<file path="src/rtl/cfg_frame_loader.sv">
// cfg_frame_loader: byte-stream configuration frame loader for the CGRA fabric.
// Assembles FRAME_BITS-wide frames from a valid/ready byte stream, drives each
// frame onto the shared latch data bus, then pulses one row strobe with a setup
// cycle before and a hold cycle after it.
// Optional feature macro: CFG_CRC_EN (adds a CRC-8 check byte after the data bytes).
//
// state    | meaning
// ---------+------------------------------------------------------------
// S_IDLE   | wait for a command byte (0xA5 write, 0x5A end)
// S_ADDR   | capture frame address byte
// S_DATA   | collect NB data bytes, LSB first
// S_CRC    | (CFG_CRC_EN only) compare the received CRC-8 byte
// S_SETUP  | frame_data driven and settling, strobes low
// S_STROBE | selected row strobe high for one cycle
// S_HOLD   | strobes low, frame_data still held
// S_DONE   | end command seen, terminal until reset
module cfg_frame_loader #(
    parameter int FRAME_BITS = 32,
    parameter int NUM_FRAMES = 16,
    parameter int ADDR_BITS  = 4
) (
    input  logic                  clk,
    input  logic                  rn,
    input  logic [7:0]            cfg_data,
    input  logic                  cfg_valid,
    output logic                  cfg_ready,
    output logic [FRAME_BITS-1:0] frame_data,
    output logic [NUM_FRAMES-1:0] frame_strobe,
    output logic                  busy,
    output logic                  done,
    output logic                  err
);

    localparam int NB = FRAME_BITS / 8;
    localparam int CW = $clog2(NB + 1);
    localparam logic [7:0] CMD_WRITE = 8'hA5;
    localparam logic [7:0] CMD_END   = 8'h5A;

    typedef enum logic [2:0] {
        S_IDLE,
        S_ADDR,
        S_DATA,
`ifdef CFG_CRC_EN
        S_CRC,
`endif
        S_SETUP,
        S_STROBE,
        S_HOLD,
        S_DONE
    } state_t;

    state_t                r_state;
    logic [ADDR_BITS-1:0]  r_addr;
    logic                  r_addr_bad;
    logic [CW-1:0]         r_cnt;
    logic [FRAME_BITS-1:0] r_shift;
    logic [FRAME_BITS-1:0] r_frame;
    logic [NUM_FRAMES-1:0] r_strobe;
    logic                  r_done;
    logic                  r_err;
`ifdef CFG_CRC_EN
    logic [7:0]            r_crc;
`endif

    logic                  w_ready_state;
    logic                  w_take;
    logic                  w_last;
    logic [FRAME_BITS-1:0] w_frame;
    logic [NUM_FRAMES-1:0] w_onehot;

`ifdef CFG_CRC_EN
    // CRC-8, polynomial 0x07, MSB first, one byte per call
    function automatic logic [7:0] crc8_step(input logic [7:0] c, input logic [7:0] d);
        logic [7:0] x;
        x = c ^ d;
        for (int i = 0; i < 8; i++) begin
            x = x[7] ? ((x << 1) ^ 8'h07) : (x << 1);
        end
        return x;
    endfunction
`endif

    // Ready depends only on state; gated by reset so every output reads 0 in reset
    always_comb begin
        w_ready_state = (r_state == S_IDLE) || (r_state == S_ADDR) || (r_state == S_DATA);
`ifdef CFG_CRC_EN
        if (r_state == S_CRC) w_ready_state = 1'b1;
`endif
    end

    assign cfg_ready = w_ready_state & rn;
    assign w_take    = cfg_valid & w_ready_state;
    assign w_last    = (r_cnt == CW'(NB - 1));
    assign w_onehot  = NUM_FRAMES'(1) << r_addr;

    // Shift register image including the byte being accepted this cycle
    always_comb begin
        w_frame = r_shift;
        w_frame[{r_cnt, 3'b000} +: 8] = cfg_data;
    end

    // Main sequencer; strobe defaults low so it can only be high in S_STROBE
    always_ff @(posedge clk or negedge rn) begin
        if (!rn) begin
            r_state    <= S_IDLE;
            r_addr     <= '0;
            r_addr_bad <= 1'b0;
            r_cnt      <= '0;
            r_shift    <= '0;
            r_frame    <= '0;
            r_strobe   <= '0;
            r_done     <= 1'b0;
            r_err      <= 1'b0;
`ifdef CFG_CRC_EN
            r_crc      <= '0;
`endif
        end else begin
            r_strobe <= '0;
            case (r_state)
                S_IDLE: begin
                    if (w_take) begin
                        if (cfg_data == CMD_WRITE) begin
                            r_state <= S_ADDR;
                        end else if (cfg_data == CMD_END) begin
                            r_state <= S_DONE;
                            r_done  <= 1'b1;
                        end else begin
                            r_err <= 1'b1;
                        end
                    end
                end
                S_ADDR: begin
                    if (w_take) begin
                        r_addr     <= cfg_data[ADDR_BITS-1:0];
                        r_addr_bad <= (32'(cfg_data) >= NUM_FRAMES);
                        r_cnt      <= '0;
`ifdef CFG_CRC_EN
                        r_crc      <= crc8_step(8'h00, cfg_data);
`endif
                        r_state    <= S_DATA;
                    end
                end
                S_DATA: begin
                    if (w_take) begin
                        r_shift <= w_frame;
                        r_cnt   <= r_cnt + CW'(1);
`ifdef CFG_CRC_EN
                        r_crc   <= crc8_step(r_crc, cfg_data);
                        if (w_last) r_state <= S_CRC;
`else
                        if (w_last) begin
                            if (!r_addr_bad) begin
                                r_frame <= w_frame;
                                r_state <= S_SETUP;
                            end else begin
                                r_err   <= 1'b1;
                                r_state <= S_IDLE;
                            end
                        end
`endif
                    end
                end
`ifdef CFG_CRC_EN
                S_CRC: begin
                    if (w_take) begin
                        if (!r_addr_bad && (cfg_data == r_crc)) begin
                            r_frame <= r_shift;
                            r_state <= S_SETUP;
                        end else begin
                            r_err   <= 1'b1;
                            r_state <= S_IDLE;
                        end
                    end
                end
`endif
                S_SETUP: begin
                    r_strobe <= w_onehot;
                    r_state  <= S_STROBE;
                end
                S_STROBE: r_state <= S_HOLD;
                S_HOLD:   r_state <= S_IDLE;
                S_DONE:   r_state <= S_DONE;
                default:  r_state <= S_IDLE;
            endcase
        end
    end

    assign busy         = (r_state != S_IDLE) && (r_state != S_DONE);
    assign frame_data   = r_frame;
    assign frame_strobe = r_strobe;
    assign done         = r_done;
    assign err          = r_err;

endmodule

</file>
<file path="config.mk">
export PLATFORM = sky130hd
export DESIGN_NAME = cfg_frame_loader
export DESIGN_NICKNAME = d
export VERILOG_FILES = /design/src/rtl/cfg_frame_loader.sv
export SDC_FILE = /design/constraint.sdc
export NUM_CORES = 1
export LEC_CHECK = 0
export BUFFER_PORTS_ARGS = -buffer_cell sky130_fd_sc_hd__buf_4
export CAP_MARGIN = 20
export CORE_MARGIN = 1
export CORE_UTILIZATION = 30
export DETAILED_ROUTE_END_ITERATION = 8
export GPL_TIMING_DRIVEN = 1
export SYNTH_ARGS = -nofsm -noshare
export SYNTH_HDL_FRONTEND = slang
export SYNTH_SLANG_ARGS = --single-unit
</file>
<file path="constraint.sdc">
create_clock -name clk -period 3.5 [get_ports clk]
set_clock_uncertainty 0.2 [all_clocks]
set_input_delay 0.35 -clock clk [delete_from_list [all_inputs] [get_ports clk]]
set_output_delay 0.35 -clock clk [all_outputs]
set_load 0.02 [all_outputs]
</file>
==> metrics.md, run 1 <==
| Metric | Value |
|---|---|
| Number of I/O pins | `63` |
| I/O Buffers | `62` |
| Diode count | `0` |
| Pleak | `2.34 nW` |
| CP arrival | `2.87 ns` |
| Crit-path leading delay family | `simple AND/OR/NAND/NOR gates` |
| Pwr Density | `744 nW/µm²` |
| Total CTS buffers | `9` |
| Die H | `119 µm` |
| Worst slew pin tran | `0.867 ns` |
| CP max FO | `9` |
| Core Area | `13300 µm²` |
| Final Hold Fails | `0` |
| Max rail drop VDD | `0.000267 V` |
| DR iter-0 viols | `209` |
| Relative slew slack | `42.2%` |
| Post-CTS sizing | `0` |
| CP max stage cell | `dfrtp_1` |
| Yosys top cell area share | `56.3%` |
| YS warnings | `0` |
| # DRC | `0` |
| Avg WL per Cell | `16.0 µm` |
| Seq/Total Area, Yosys | `56.3%` |
| Postcts setup bufs | `0` |
| Die span in x | `119 µm` |
| Max Freq | `359 MHz` |
| Gr usage total | `13.9%` |
| Global-route wire length before repair | `15.3 mm` |
| Clk buf depth | `2` |
| Gp weighted congestion | `0.761` |
| Maxcap violations | `0` |
| Mapped Nets | `374` |
| Fin. max-slew vios | `0` |
| Synthesized cell area | `4140 µm²` |
| H-tree levels | `3` |
| CTS tree | `done` |
| Cells after Synth | `357` |
| Fin Hold WS | `0.0544 ns` |
| Layout net count | `425` |
| Gr ovfl total | `0` |
| Dominant cells by area after synthesis | `dfrtp_1, a21oi_2, a22o_1` |
| Status | `complete, no violations` |
| Clk Latency, worst-skew pair | `0.34 ns` |
| Worst min-delay path class | `primary input to flop` |
| Pin count of the biggest net entering global routing | `70` |
| Asr flop ratio synth | `100%` |
| Worst stage delay on the critical path | `0.57 ns` |
| Die ar. | `14300 µm²` |
| Detailed Route WL | `9.40 mm` |
| EDFF count, synth | `0` |
| Worst setup path category | `flop to flop` |
| Starting density of the core | `31.0%` |
| DRT Pass-1 Iters | `4` |
| Syn_area_per_cell | `11.6 µm²` |
| Post-route ant nets | `0` |
| CP Capture Type | `flop` |
| Clock-pin slew on the worst setup and hold paths | `0.06 ns` |
| Worst EP required | `3.58 ns` |
| RSZ-0062 raised after global routing | `no` |
| Unique cell type count in the Yosys netlist | `51` |
| Yosys top cell by area | `dfrtp_1` |
| Synth Flop Type | `dfrtp_1` |
| DP HPWL | `6.22 mm` |
| Final Critical Period | `2.79 ns` |
| Vias per cell | `4.86` |
| CP most frequent cell | `ha_1` |
| Synthesis-to-finish area growth | `21.7%` |
| Row count | `42` |
| Vias | `2864` |
| Share of cells above drive strength 1 | `29.3%` |
| Clk sink count | `93` |
| Crit-path cells | `inv_2 > ha_1 > ha_1 > nand2_4 > nor4b_4 > and2_1 > a22o_1` |
| Post-synthesis register bit count | `93` |
| # setup viols final | `0` |
| Worst path bufs/invs | `1` |
| Initial antenna violation count | `0` |
| R2R setup slack | `0.71 ns` |
| Vias in the first global route | `2860` |
| Final Cycle Share | `79.6%` |
| Post-route setup TNS | `0 ns` |
| Hold Buf Count CTS | `1` |
| Crit start category | `flop` |
| Root Driver | `clkbuf_16` |
| Overall power | `3.74 mW` |
## through the flow
step	util, %	worst slack [ns]	area, µm²	cells
final	37.7	0.715	5030	589
after global routing	37.7	0.468	5030	589
after CTS	37.7	0.703	5030	589
after detailed placement	35.3	0.716	4710	572
after global placement	35.3	0.778	4710	572
after floorplan	-	1.04	4140	357
## path summary, 6_finish.rpt
kind	from	depth (start not counted)	end
max	r_cnt[0]	7	r_shift[17]
min	cfg_valid	2	r_state[0]
max reg2reg	r_cnt[0]	7	r_shift[17]
min reg2reg	done	1	done
max in group asynchronous	rn	3	r_state[1]
min in group asynchronous	rn	2	frame_strobe[12]
## power by group
part	switching [mW]	internal, mW	total, mW
logic	0.672	0.500	1.17
clock network	0.417	0.629	1.05
registers	0.214	1.31	1.52
total	1.30	2.44	3.74
## registers in the layout, indices dropped and copies added (netlist names), 3 cells and up
name	flops
frame_data	32
frame_strobe	16
r_addr	4
r_cnt	3
r_shift	32
r_state	3
## metal layers
metal / vias to the layer above / GRT usage [%] / part of all wire [%]
met5: - / 0 / 0
met4: 0 / 6.88 / 1.7
met3: 9 / 2.92 / 4.6
met2: 61 / 21.9 / 49
met1: 1418 / 18.2 / 45
li1: 1376 / - / -
## worst reg2reg max path: cells and delay by family (launching register included)
family | cells | cell delay [ns]
AND/OR/NAND/NOR | 3 | 0.96
adder cells (fa/ha/maj) | 2 | 0.69
flip-flops | 1 | 0.57
AO/OA/AOI/OAI | 1 | 0.19
buffers and inverters | 1 | 0.12
## layout by cell type (no fill, tap or decap), types with 4 or more instances in the layout
cell type | Yosys | routed
mux2i_1 | 9 | 9
a22o_1 | 23 | 23
mux2_2 | 4 | 4
nor3_1 | 7 | 7
buf_4 | 4 | 64
nand2b_1 | 5 | 5
nand2_1 | 13 | 13
nor2_1 | 52 | 52
o21ai_1 | 4 | 4
a22oi_1 | 25 | 25
a21oi_1 | 5 | 5
clkbuf_16 | 0 | 9
a31oi_1 | 4 | 4
a21oi_2 | 28 | 28
mux2_1 | 8 | 8
ha_1 | 6 | 6
dfrtp_1 | 93 | 93
nand3_1 | 4 | 4
## Yosys cell counts, types with 3 or more instances
master    instances
and2_1            3
nand2_1          13
a21oi_2          28
buf_4             4
inv_1             3
a31oi_1           4
a21oi_1           5
a22oi_1          25
nand3_1           4
o21ai_1           4
dfrtp_1          93
mux2i_1           9
buf_6             4
o21ai_0           3
a22o_1           23
nand2b_1          5
nor2_1           52
clkbuf_1         10
mux2_1            8
nor2b_1           3
mux2_2            4
nor3_1            7
buf_2             7
ha_1              6
## final cells by class
class	count	area [µm²]
fillers	1334	8310
flip-flops and latches	93	2330
multi-input cells	234	1640
repair buffers	66	510
clock buffers	11	233
well taps	176	220
clock inverters	5	85.1
inverters	4	15.0
## kinds of logic (layout without fill, tap and decap cells)
logic type	after synthesis	count (layout)	share of synthesized area (%)
AO/OA/AOI/OAI	100	100	19.0
adder cells (fa/ha/maj)	6	6	1.82
buffers and inverters	30	86	4.02
flip-flops	93	93	56.3
multiplexers	21	21	5.45
AND/OR/NAND/NOR	107	107	13.5
Power figures use the tool's default switching activity.
==> run 2: changes to the inputs <==
==> constraint.sdc (replaced) <==
create_clock -name clk -period 2.37 [get_ports clk]
set_clock_uncertainty 0.2 [all_clocks]
set_input_delay 0.237 -clock clk [delete_from_list [all_inputs] [get_ports clk]]
set_output_delay 0.237 -clock clk [all_outputs]
set_load 0.02 [all_outputs]
==> run 2 against run 1 <==
  * Sequential share of layout area is 1.4 points lower
  * Die area stayed put
  * Largest power group unchanged
  * Routed wire length decreased by 0.40%
  * Via count grew 0.52%
  * Register-to-register slack worse by 0.52 ns
  * Sequential cell count is the same
  * Critical path type unchanged
  * Critical path depth stayed put
  * Global-route usage is 0.23 points higher
==> metrics.md, run 2 (synthesis results as in run 1) <==
| Metric | Value |
|---|---|
| Clk buf depth | `2 (unchanged)` |
| Final Critical Period | `2.18 ns (was 2.79 ns)` |
| Die ar. | `14300 µm² (unchanged)` |
| Starting density of the core | `31.0% (unchanged)` |
| Gr usage total | `14.2% (was 13.9%)` |
| Post-route setup TNS | `0 ns (unchanged)` |
| CP arrival | `2.26 ns (was 2.87 ns)` |
| Area after DPL | `4820 µm² (was 4710 µm²)` |
| Number of I/O pins | `63 (unchanged)` |
| Crit-path cells | `inv_2 > ha_1 > ha_2 > nand2_1 > nor2_2 > and2_2 > a22o_1 (was inv_2 > ha_1 > ha_1 > nand2_4 > nor4b_4 > and2_1 > a22o_1)` |
| I/O Buffers | `62 (unchanged)` |
| Worst stage delay on the critical path | `0.41 ns (was 0.57 ns)` |
| Gr busiest metal | `met2 (unchanged)` |
| Worst min-delay path class | `primary input to flop (unchanged)` |
| Global-route wire length before repair | `15.6 mm (was 15.3 mm)` |
| Final Hold Fails | `0 (unchanged)` |
| Commonest non-fill, non-tap cells in the layout | `dfrtp_1, buf_4, nor2_1 (unchanged)` |
| Layout net count | `439 (was 425)` |
| Most common cell after layout, fill and taps aside | `dfrtp_1 (unchanged)` |
| Pwr Density | `1100 nW/µm² (was 744 nW/µm²)` |
| Maxcap violations | `0 (unchanged)` |
| Final Cycle Share | `92.0% (was 79.6%)` |
| Total CTS buffers | `9 (unchanged)` |
| Combinational power share | `35.0% (was 31.3%)` |
| Power share of the clock group | `27.0% (was 28.0%)` |
| Max Freq | `459 MHz (was 359 MHz)` |
| Crit path launch | `r_cnt[0] (unchanged)` |
| Gr ovfl total | `0 (unchanged)` |
| P_int | `3.73 mW (was 2.44 mW)` |
| Post-route ant nets | `0 (unchanged)` |
| DP HPWL | `6.30 mm (was 6.22 mm)` |
| DP Worst Slack | `0.0976 ns (was 0.716 ns)` |
| Placed Cells | `584 (was 572)` |
| Vias in the first global route | `2968 (was 2860)` |
| Start point of the worst hold path | `cfg_data[7] (was cfg_valid)` |
| P_sw | `1.99 mW (was 1.30 mW)` |
| Relative slew slack | `56.9% (was 42.2%)` |
| # setup viols final | `0 (unchanged)` |
| DRT Pass-1 Iters | `4 (unchanged)` |
| Fin Hold WS | `0.0312 ns (was 0.0544 ns)` |
| Fin. max-slew vios | `0 (unchanged)` |
| # DRC | `0 (unchanged)` |
| Crit start category | `flop (unchanged)` |
| Net Sw Frac | `34.8% (about the same)` |
| Root Driver | `clkbuf_16 (unchanged)` |
| Met3 usage in global routing | `2.92% (unchanged)` |
| Max rail drop VDD | `0.000347 V (was 0.000267 V)` |
| Worst setup path category | `flop to flop (unchanged)` |
| Vias per cell | `4.77 (was 4.86)` |
| Clk Latency, worst-skew pair | `0.34 ns (about the same)` |
| Seq pwr share | `37.9% (was 40.7%)` |
| Clk sink count | `93 (unchanged)` |
| Met2 global-route usage | `22.3% (was 21.9%)` |
| RR Startpoint | `r_cnt[0] (unchanged)` |
| CP Capture Type | `flop (unchanged)` |
| Core Area | `13300 µm² (unchanged)` |
| Share of cells above drive strength 1 | `32.8% (was 29.3%)` |
| Clock-pin slew on the worst setup and hold paths | `0.07 ns (was 0.06 ns)` |
| Gp weighted congestion | `0.800 (was 0.761)` |
| Detailed Route WL | `9.36 mm (was 9.40 mm)` |
| Status | `complete, no violations (unchanged)` |
| Initial antenna violation count | `0 (unchanged)` |
| GR Layer Usage met1 | `18.4% (was 18.2%)` |
| Final setup margin | `0.190 ns (was 0.715 ns)` |
| Diode count | `0 (unchanged)` |
| Pleak | `2.42 nW (was 2.34 nW)` |
| RSZ-0062 raised after global routing | `no (unchanged)` |
| Synthesis-to-finish area growth | `25.5% (was 21.7%)` |
| DR iter-0 viols | `182 (was 209)` |
| Filler instances | `1280 (was 1334)` |
| Worst slew pin tran | `0.644 ns (was 0.867 ns)` |
| H-tree levels | `3 (unchanged)` |
| Pin count of the biggest net entering global routing | `94 (was 70)` |
| CTS tree | `done (unchanged)` |
| CP max stage cell | `ha_2 (was dfrtp_1)` |
| CP max FO | `9 (unchanged)` |
| Row count | `42 (unchanged)` |
| Die H | `119 µm (unchanged)` |
| Die span in x | `119 µm (unchanged)` |
| Fin area | `5190 µm² (was 5030 µm²)` |
| Worst EP required | `2.45 ns (was 3.58 ns)` |
| Avg WL per Cell | `15.5 µm (was 16.0 µm)` |
| Vias | `2879 (was 2864)` |
| Layout Cells excl Fill | `603 (was 589)` |
-- run 2: cell types whose count changed in the layout (fill, tap and decap cells not counted), sizes merged --
cell,change
buf,+12
inv,+1
clkbuf,-2
dlygate4sd3,+2
clkinvlp,+1
-- run 2: timing repair --
action                                  CTS  global route
resized for setup                         0             6
endpoints found under the setup margin    0            31
buffers inserted                          0             0
hold buffers                              3             0
hold endpoints to repair                 95             0
-- run 2: per-layer routing --
metal | share of wire [%] | up-vias
met5 | 0 | -
met4 | 2.0 | 0
met3 | 4.0 | 15
met2 | 49 | 47
met1 | 45 | 1398
li1 | - | 1419
-- run 2: final timing paths --
kind / endpoint / slack [ns] / depth (start not counted)
setup reg to reg: r_shift[14] / 0.19 / 7
setup / recovery: r_shift[14] / 0.19 / 7
hold reg to reg: done / 0.28 / 1
max in group asynchronous: r_cnt[1] / 1.27 / 3
min in group asynchronous: frame_data[24] / 0.32 / 3
hold / removal: r_shift[7] / 0.03 / 2
-- run 2: area by class of cell --
type	count	area, µm²	area share, %
Inverter	4	15.0	0.289
Clock buffer	9	225	4.34
Timing Repair Buffer	80	633	12.2
Sequential cell	93	2330	44.8
Tap cell	176	220	4.24
Multi-Input combinational cell	234	1670	32.2
Clock inverter	7	97.6	1.88
-- run 2: stage by stage --
| step | utilization, % | power, mW |
|---|---|---|
| finish | 38.9 | 5.72 |
| CTS | 38.8 | 5.76 |
| detailed placement | 36.1 | 4.19 |
| global route | 38.9 | 6.09 |
| floorplan | - | 3.50 |
| global placement | 36.1 | 4.15 |
-- run 2: power by group through the flow --
stage	Sequential (mW)	Combinational [mW]	Clock, mW
after floorplan	2.38	1.13	0
after global placement	2.19	1.96	0
after detailed placement	2.20	1.99	0
after CTS	2.18	2.00	1.58
after global routing	2.23	2.19	1.67
final	2.17	2.00	1.55
-- run 2: worst max-delay path: cells and delay by family (launching register included) --
family / cells / cell delay, ns
AND/OR/NAND/NOR: 3 / 0.71
adder cells (fa/ha/maj): 2 / 0.60
flip-flops: 1 / 0.37
AO/OA/AOI/OAI: 1 / 0.18
buffers and inverters: 1 / 0.05
==> run 3: changes to the inputs <==
--- a/config.mk
+++ b/config.mk
@@ -7,10 +7,13 @@
 export LEC_CHECK = 0
 export BUFFER_PORTS_ARGS = -buffer_cell sky130_fd_sc_hd__buf_4
 export CAP_MARGIN = 20
+export CELL_PAD_IN_SITES_DETAIL_PLACEMENT = 0
+export CELL_PAD_IN_SITES_GLOBAL_PLACEMENT = 1
 export CORE_MARGIN = 1
 export CORE_UTILIZATION = 30
 export DETAILED_ROUTE_END_ITERATION = 8
 export GPL_TIMING_DRIVEN = 1
+export PLACE_DENSITY_LB_ADDON = 0.1
 export SYNTH_ARGS = -nofsm -noshare
 export SYNTH_HDL_FRONTEND = slang
 export SYNTH_SLANG_ARGS = --single-unit
==> run 3 against run 2 <==
  * Non-clock buffer count increased by 2
  * Clock power shrank 9%
  * Combinational power barely moved
  * Cell count is 0.17% higher
  * Utilization is 0.21 points lower
  * Via count rose by 0.94%
  * Sequential share of layout area is 0.24 points higher
  * Critical path type unchanged
  * Largest cell class unchanged
  * Largest power group unchanged
  * Highest routed layer unchanged
==> metrics.md, run 3 (synthesis results as in run 1) <==
| Metric | Value |
|---|---|
| Status | `complete, no violations (unchanged)` |
| Crit-path leading delay family | `simple AND/OR/NAND/NOR gates (unchanged)` |
| Diode count | `0 (unchanged)` |
| Root Driver | `clkbuf_16 (unchanged)` |
| Crit-path cells | `inv_1 > ha_1 > ha_1 > nor4b_4 > nand3_2 > mux2_1 (was inv_2 > ha_1 > ha_2 > nand2_1 > nor2_2 > and2_2 > a22o_1)` |
| Commonest non-fill, non-tap cells in the layout | `dfrtp_1, buf_4, nor2_1 (unchanged)` |
| H-tree levels | `3 (unchanged)` |
| Vias in the first global route | `3014 (was 2968)` |
| RSZ-0062 raised after global routing | `yes (was no)` |
| Number of I/O pins | `63 (unchanged)` |
| Synthesis-to-finish area growth | `24.9% (was 25.5%)` |
| I/O Buffers | `62 (unchanged)` |
| Clk sink count | `93 (unchanged)` |
| Worst slew pin tran | `0.512 ns (was 0.644 ns)` |
| Fin Hold WS | `0.0162 ns (was 0.0312 ns)` |
| DP Worst Slack | `0.0700 ns (was 0.0976 ns)` |
| Vias per cell | `4.81 (was 4.77)` |
| Gr usage total | `15.5% (was 14.2%)` |
| Clock-pin slew on the worst setup and hold paths | `0.07 ns (about the same)` |
| Pin count of the biggest net entering global routing | `94 (unchanged)` |
| CP Capture Type | `flop (unchanged)` |
| Starting density of the core | `31.0% (unchanged)` |
| DRT Pass-1 Iters | `4 (unchanged)` |
| Worst path bufs/invs | `1 (unchanged)` |
| Post-CTS sizing | `0 (unchanged)` |
| Worst stage delay on the critical path | `0.41 ns (about the same)` |
| Gp weighted congestion | `0.783 (was 0.800)` |
| Detailed Route WL | `10.0 mm (was 9.36 mm)` |
| Die span in x | `119 µm (unchanged)` |
| # DRC | `0 (unchanged)` |
| Clk Latency, worst-skew pair | `0.34 ns (about the same)` |
| Total CTS buffers | `9 (unchanged)` |
| # setup viols final | `0 (unchanged)` |
| Worst min-delay path class | `primary input to flop (unchanged)` |
| Initial antenna violation count | `0 (unchanged)` |
| Fin. max-slew vios | `0 (unchanged)` |
| CP most frequent cell | `ha_1` |
| Die ar. | `14300 µm² (unchanged)` |
| Core Area | `13300 µm² (unchanged)` |
| Max rail drop VDD | `0.000495 V (was 0.000347 V)` |
| Share of cells above drive strength 1 | `32.2% (was 32.8%)` |
| Global-route wire length before repair | `16.7 mm (was 15.6 mm)` |
| Final setup margin | `0.0926 ns (was 0.190 ns)` |
| Pwr Density | `1080 nW/µm² (was 1100 nW/µm²)` |
| Final Hold Fails | `0 (unchanged)` |
| DR iter-0 viols | `140 (was 182)` |
| Overall power | `5.59 mW (was 5.72 mW)` |
| CP max stage cell | `ha_1 (was ha_2)` |
| Maxcap violations | `0 (unchanged)` |
| Row count | `42 (unchanged)` |
| Gr ovfl total | `0 (unchanged)` |
| Post-route ant nets | `0 (unchanged)` |
| Pleak | `2.41 nW (was 2.42 nW)` |
| Vias | `2906 (was 2879)` |
| CTS tree | `done (unchanged)` |
| Worst setup path category | `flop to flop (unchanged)` |
| CP max FO | `8 (was 9)` |
| Max Freq | `439 MHz (was 459 MHz)` |
| Clk buf depth | `2 (unchanged)` |
| DP HPWL | `6.65 mm (was 6.30 mm)` |
| Relative slew slack | `65.9% (was 56.9%)` |
| Crit start category | `flop (unchanged)` |
| Utilization after layout | `38.7% (was 38.9%)` |
| Die H | `119 µm (unchanged)` |
| CP arrival | `2.30 ns (was 2.26 ns)` |
| Worst EP required | `2.39 ns (was 2.45 ns)` |
| Layout Cells excl Fill | `604 (was 603)` |
| Final Critical Period | `2.28 ns (was 2.18 ns)` |
| Most common cell after layout, fill and taps aside | `dfrtp_1 (unchanged)` |
| Final Cycle Share | `96.1% (was 92.0%)` |
| Filler instances | `1351 (was 1280)` |
| Avg WL per Cell | `16.6 µm (was 15.5 µm)` |
| Placed Cells | `587 (was 584)` |
| Layout net count | `441 (was 439)` |
[run 3: metrics by stage]
| stage | cell area (µm²) | setup TNS [ns] |
|---|---|---|
| floorplan | 4160 | 0 |
| global placement | 4850 | 0 |
| detailed placement | 4850 | 0 |
| CTS | 5160 | 0 |
| global route | 5160 | -0.181 |
| finish | 5160 | 0 |
[run 3: worst register-to-register path, cell delays in order (launching register included)]
cell and delay (ns):
dfrtp_1 0.36, inv_1 0.06, ha_1 0.17, ha_1 0.41
nor4b_4 0.34, nand3_2 0.25, mux2_1 0.38
[run 3: area by class of cell]
class                           count  area (µm²)  share of cell area, %
Inverter                            4        15.0                  0.291
Sequential cell                    93        2330                   45.1
Clock inverter                      6        63.8                   1.24
Timing Repair Buffer               82         658                   12.7
Clock buffer                        9         225                   4.36
Multi-Input combinational cell    234        1650                   32.0
Tap cell                          176         220                   4.26
[run 3: routing by layer]
metal | part of all wire, % | vias up | wire (µm) | track usage [%]
met4 | 0.34 | 0 | 34 | 3.98
met5 | 0 | - | 0 | 0
li1 | - | 1414 | - | -
met1 | 50 | 1439 | 4980 | 22.5
met3 | 3.5 | 2 | 352 | 4.50
met2 | 47 | 51 | 4680 | 22.5
[run 3: what timing repair did]
action	4_1_cts	5_1_grt
endpoints found under the hold margin	94	0
hold buffers	2	0
setup buffers	0	0
endpoints found under the setup margin	0	10
[run 3: worst paths after layout]
kind,to,depth (start not counted),start,slack (ns)
setup / recovery,r_shift[5],6,r_cnt[1],0.09
hold / removal,r_shift[16],3,cfg_data[0],0.02
setup reg to reg,r_shift[5],6,r_cnt[1],0.09
hold reg to reg,err,1,err,0.28
max in group asynchronous,r_shift[30],3,rn,1.25
min in group asynchronous,frame_data[19],3,rn,0.31
[run 3: report_power, final]
group          total, mW  internal (mW)  switching, mW
clock               1.41          0.811          0.602
combinational       2.00          0.881           1.12
sequential          2.17           1.94          0.239
